<file path="src/rtl/alu_seq.sv">
// Microcode sequencer for the 4-bit ALU: loads X1/X2/X3 over the shared bus,
// waits out execution, then reads back the result and optionally the flags.
module alu_seq #(
    parameter int DATA_W      = 4,
    parameter int EXEC_CYCLES = 1
) (
    input  logic              clk,
    input  logic              rst_n,
    input  logic              req,
    input  logic              no_flags,
    input  logic [DATA_W-1:0] a_in,
    input  logic [DATA_W-1:0] b_in,
    input  logic [DATA_W-1:0] op_in,
    input  logic [DATA_W-1:0] bus_in,
    output logic              ready,
    output logic              busy,
    output logic              done,
    output logic [1:0]        rs,
    output logic [1:0]        ws,
    output logic [DATA_W-1:0] bus_out,
    output logic              bus_oe,
    output logic [DATA_W-1:0] result,
    output logic [DATA_W-1:0] flags
);

    typedef enum logic [2:0] {
        IDLE, LD_A, LD_B, LD_OP, EXEC, RD_RES, RD_FLG, DONE
    } state_t;

    localparam logic [3:0] CNT_LOAD = 4'(EXEC_CYCLES - 1);

    state_t            state, state_nx;
    logic [DATA_W-1:0] a_q, b_q, op_q;
    logic              nf_q;
    logic [3:0]        cnt;

    always_ff @(posedge clk or negedge rst_n) begin
        if (!rst_n) state <= IDLE;
        else        state <= state_nx;
    end

    always_ff @(posedge clk or negedge rst_n) begin
        if (!rst_n) begin
            a_q    <= '0;
            b_q    <= '0;
            op_q   <= '0;
            nf_q   <= 1'b0;
            cnt    <= '0;
            result <= '0;
            flags  <= '0;
        end else begin
            if (state == IDLE && req) begin
                a_q  <= a_in;
                b_q  <= b_in;
                op_q <= op_in;
                nf_q <= no_flags;
            end
            // Counter is loaded on the way into EXEC so EXEC exits when it reaches 0.
            if (state == LD_OP)
                cnt <= CNT_LOAD;
            else if (state == EXEC && cnt != 4'd0)
                cnt <= cnt - 4'd1;
            if (state == RD_RES) result <= bus_in;
            if (state == RD_FLG) flags  <= bus_in;
        end
    end

    always_comb begin
        state_nx = state;
        ready    = 1'b0;
        busy     = 1'b1;
        done     = 1'b0;
        rs       = 2'b00;
        ws       = 2'b00;
        bus_out  = '0;
        bus_oe   = 1'b0;
        unique case (state)
            IDLE: begin
                ready = 1'b1;
                busy  = 1'b0;
                if (req) state_nx = LD_A;
            end
            LD_A: begin
                rs       = 2'b01;
                bus_out  = a_q;
                bus_oe   = 1'b1;
                state_nx = LD_B;
            end
            LD_B: begin
                rs       = 2'b10;
                bus_out  = b_q;
                bus_oe   = 1'b1;
                state_nx = LD_OP;
            end
            LD_OP: begin
                rs       = 2'b11;
                bus_out  = op_q;
                bus_oe   = 1'b1;
                state_nx = EXEC;
            end
            EXEC: begin
                if (cnt == 4'd0) state_nx = RD_RES;
            end
            RD_RES: begin
                ws       = 2'b01;
                state_nx = nf_q ? DONE : RD_FLG;
            end
            RD_FLG: begin
                ws       = 2'b10;
                state_nx = DONE;
            end
            DONE: begin
                done     = 1'b1;
                state_nx = IDLE;
            end
            default: state_nx = IDLE;
        endcase
    end

endmodule
</file>
<file path="config.mk">
export PLATFORM = sky130hd
export DESIGN_NAME = alu_seq
export DESIGN_NICKNAME = d
export VERILOG_FILES = /design/src/rtl/alu_seq.sv
export SDC_FILE = /design/constraint.sdc
export NUM_CORES = 1
export LEC_CHECK = 0
export ABC_AREA = 1
export CAP_MARGIN = 20
export CORE_MARGIN = 5
export CORE_UTILIZATION = 39
export CTS_CLUSTER_DIAMETER = 50
export CTS_CLUSTER_SIZE = 24
export DETAILED_ROUTE_END_ITERATION = 12
export GPL_ROUTABILITY_DRIVEN = 0
export PLACE_DENSITY = 0.72
export SLEW_MARGIN = 20
export SYNTH_ARGS = -nofsm -noshare
export SYNTH_HDL_FRONTEND = slang
export SYNTH_SLANG_ARGS = --single-unit
export TNS_END_PERCENT = 1
</file>
<file path="constraint.sdc">
create_clock -name clk -period 2.9 [get_ports clk]
set_input_delay 0.435 -clock clk [delete_from_list [all_inputs] [get_ports clk]]
set_output_delay 0.435 -clock clk [all_outputs]
set_load 0.005 [all_outputs]
</file>
; ---- Word-level counts from Yosys, hierarchy flattened
; Cells that the tools add are included.
[word_totals]
input_bits = 20
regBits = 28
out_inout_bits = 20
[classes]
n_eq_ne = 9
n_reduce_logical = 8
addsub = 1
muxes = 13
[ops]
columns = op, n
row1 = $pmux W3 S8, 1
row2 = $eq A3 B3 Y1 const B, 4
row3 = $pmux W4 S3, 1
row4 = $mux W4, 2
row5 = $eq A3 B2 Y1 const B, 2
row6 = $mux W3, 2
row7 = $pmux W2 S3, 1
row8 = $mux W1, 5
row9 = $logic_not A4 Y1, 1
row10 = $pmux W2 S2, 1
row11 = $reduce_bool A4 Y1, 1
row12 = $sub A4 B1 Y4 const B, 1
row13 = $eq A3 B1 Y1 const B, 1
row14 = $logic_not A3 Y1, 1
row15 = $reduce_or A3 Y1, 1
row16 = $logic_and A1 B1 Y1, 2
row17 = $ne A2 B1 Y1 const B, 1
row18 = $ne A2 B2 Y1 const B, 1
row19 = $reduce_and A2 Y1, 1
row20 = $reduce_bool A2 Y1, 1

; ---- Depth between registers and ports, before layout
[depth]
ltp_word = 4
depth_mapped = 8
ltp_nobuf = 7

; ---- Worst setup path after synthesis
; Ideal clock, no wire load.
[synth_timing]
path_kind = reg2out
from = register state[2]
to = output port bus_out[1]
slack_ns = 1.459
path_stages_with_launch = 7
arrival_time_ns = 1.006
cell_sequence = dfrtp_1 buf_2 inv_2 nand2_1 nor2_1 nand2_1 nand3_1
[synth_between]
elab_chain_len = 2
[synth_rtl]
columns = element, line
row1 = "start, declared", 32  ; state_t state, state_nx;
row2 = "start signal, assigned", 39  ; else state <= state_nx;
row3 = $eq A3 B2 Y1 / $eq A3 B1 Y1 (equally long branches), 77  ; unique case (state)
row4 = $pmux W4 S3 (*), 77
row5 = "end, declared", 20  ; output logic [DATA_W-1:0] bus_out,
; Mark *: on every way between the ends. The rest lies on a longest branch, timed or not.

; ---- Final worst setup path
[layout_timing]
from = register state[2]
to = output port bus_out[3]
; Same word-level chain as after synthesis.

==> results.md <==
- Outcome: finished, final reports clean
- Die height: approximately 70 um
- Post-route setup slack: between 0.4 and 0.5 ns
- Port Buffers: 39
- Top_reg_cell synth: dfrtp_1
- Num CTS Buffers: 3
- Area Growth Syn to Fin: 34.1%
- First-pass GRT wire length: just over 5000 um
- Total track usage: 12.9%
- Yosys warnings: 0
- Detailed placer's ending HPWL: 2260 um
- Syn Inst Count: about 160
- Met1 Wirelength: 1470 um
- Die area: about 4800 um2
- Maxcap violations: 0
- #FFs+latches synth: 28
- Post-Syn Nets: between 150 and 200
- Crit-path most repeated cell: nand2_1
- Placed inst area: roughly 1800 um2
- Crit-path cells: inv_2, nand2_1, nor2_1, nand2_1, nand3_1, clkdlybuf4s50_1
- Clk root buf: clkbuf_4
- EDFF count, synth: 0
- Slowest CP cell: dfrtp_1
- Mapped cell area: around 1400 um2
- I/O pins: 40
- Pwr Density: about 900 nW/um2
- Longest Clk Path Bufs: 2
- Worst VDD drop: 0.443 mV
- Area contributors post-synth: dfrtp_1, nand2_1, nand3_1, nand2_2, inv_1
- Synth top cells by count: nand2_1, dfrtp_1, nand3_1
- Initial DRT Pass Iterations: 4
- WP depth: 6
- Hold crit path type: input port to asynchronous set/reset pin
- Die X: 69.3 um
- Clk Latency, worst-skew pair: ~0.33 ns
- Place WS: 0.859 ns
- P_leak: 0.915 nW
- Core ar.: 3360 um2
- Worst path top cell family by delay: buffers and inverters
- Fin Clk Skew: a little over 0.009 ns
- CTS HTree Levels: 1
- Worst R2R Start: state[0]
- Vias per std cell: between 4 and 5
- Grt ovf: 0
- Cell area after layout: 1840 um2
- Sequential area share after synthesis: between 50% and 60%
- Max_slew headroom: roughly 71%
- Via count: roughly 1100
- Reg2Reg Setup Slack: between 1.5 and 2 ns
- Residual DRC: 0
- Vias in the first global route: roughly 1100
- Final wirelength: around 3000 um
- Worst path required time: ~2.5 ns
- Worst Setup EP: bus_out[3]
- Drt initial violations: 53
- Top cell type by total area after synthesis: dfrtp_1
- Crit-path max cell delay: ~0.5 ns
- DR top layer: met4
- Synth top area share: 51.0%
- Routed len/inst: roughly 12 um
- Critical path arrival: 1.98 ns
- Nature of the critical path endpoint: primary output
- Post-CTS Setup Repair Bufs: 0
- FF-to-FF path depth: 6
- ANT cells: 0
- Hold-fix buffers, CTS: 0
- Hold Slack: between 0.4 and 0.5 ns
- Hold Fails Final Rpt: 0
- Mean Syn Cell Area: around 8.4 um2
- Detail Route met3 WL: ~110 um
- # resized after CTS: 0
- Critical path launch point type: flop
- Asr flop ratio synth: 100%
- CTS clock-pin slew for the worst setup and hold paths: about 0.15 ns
- Setup TNS Final: 0 ns
- Buf/Inv on CP: 2
- Max Slew Vio Count: 0
- Antenna violations before repair: 0
- Critical Path Source: state[2]
- Setup Viol. Count Final: 0
- Minimum clock period: 2.41 ns
- Netlist cell types: 23
- WL met2: about 1400 um
- Clk sinks: 28
- F_max: between 400 and 500 MHz
- Final net count: 227
- Largest net degree at the start of global routing: 29
- Worst r2r dst: nf_q
- CTS tree: built
- Crit path kind: flop to primary output
- Initial core utilization: 40.8%
- Crit share post-route: slightly above 80%
- Antenna Nets Post-Route: 0
- Share of cells above drive strength 1: between 10% and 20%
- Most numerous cell in the Yosys netlist: nand2_1
- RSZ-0062 raised after global routing: no
- Worst Tran Pin Value: between 0.4 and 0.5 ns
- Site Rows: 21
- Max FO, Critical Path: 7
where the power goes:
part,switching (mW),total (mW),internal (mW)
combinational,0.363,0.769,0.406
clock,0.116,0.193,0.0769
sequential,0.146,0.695,0.550
total,0.625,1.66,1.03
flip-flops by register name, indices dropped and copies added (netlist names):
signal,cells
nf_q,1
flags,4
op_q,4
a_q,4
state,3
cnt,4
result,4
b_q,4
cell type report:
cell class,instances,area (um2)
tap,46,57.6
sequential,28,701
fill,336,1520
clock buffer,4,36.3
multi-input combinational,112,567
timing repair buffer,41,405
inverter,19,73.8
routing by layer:
layer  vias to the layer above  GRT usage, %
met2                        17          20.8
met1                       526          17.2
met5                         -             0
li1                        597             -
met3                         5          2.61
met4                         0          4.56
stage by stage:
stage / util (%) / cells / total power, mW
2_1_floorplan: - / 163 / 1.08
3_3_place_gp: 53.6 / 246 / 1.47
3_5_place_dp: 53.6 / 246 / 1.48
4_1_cts: 54.7 / 250 / 1.68
5_1_grt: 54.7 / 250 / 1.80
6_report: 54.7 / 250 / 1.66
layout by cell type (no fill, tap or decap):
cell type        Yosys  final
clkbuf_8             0      1
inv_4                1      1
inv_1               16     16
nor2_2               1      1
o21ai_1              3      3
xor2_1               1      1
clkdlybuf4s50_1      0     39
dfrtp_1             28     28
nor2_1               8      8
a21oi_1              1      1
clkbuf_4             0      3
nor2_4               2      2
nand4_1              1      1
o21ai_0              9      9
nand2_1             45     45
nor3b_1              1      1
buf_4                1      2
inv_2                2      2
nand3_2              2      2
nand3_1             23     23
nand2_4              2      2
ha_1                 2      2
nand2_2             11     11
cells by family (layout without fill, tap and decap cells):
family,Yosys count,after routing,synth area share (%)
and+or+nand+nor,96,96,34.1
DFF,28,28,51.0
buffers and inverters,23,64,7.66
AOI/OAI and AO/OA,13,13,4.74
adders and majority gates,2,2,1.82
xor gates and xnor gates,1,1,0.638
worst register-to-register path, stage by stage, from the launching register on:
cell and delay [ns]:
dfrtp_1 0.51, nor2_4 0.20, nand2_4 0.08, inv_4 0.15, nand2_4 0.17, nor2_1 0.13, a21oi_1 0.05
worst min-delay path by stage:
stage | end | slack, ns | depth (start not counted)
3_5_place_dp | a_q[0] | 0.47 | 2
6_report | cnt[3] | 0.46 | 2
5_1_grt | result[3] | 0.49 | 2
2_1_floorplan | a_q[0] | 0.14 | 0
3_3_place_gp | result[1] | 0.47 | 2
4_1_cts | cnt[3] | 0.47 | 2
Note: power is estimated with default switching activity, not from simulation.
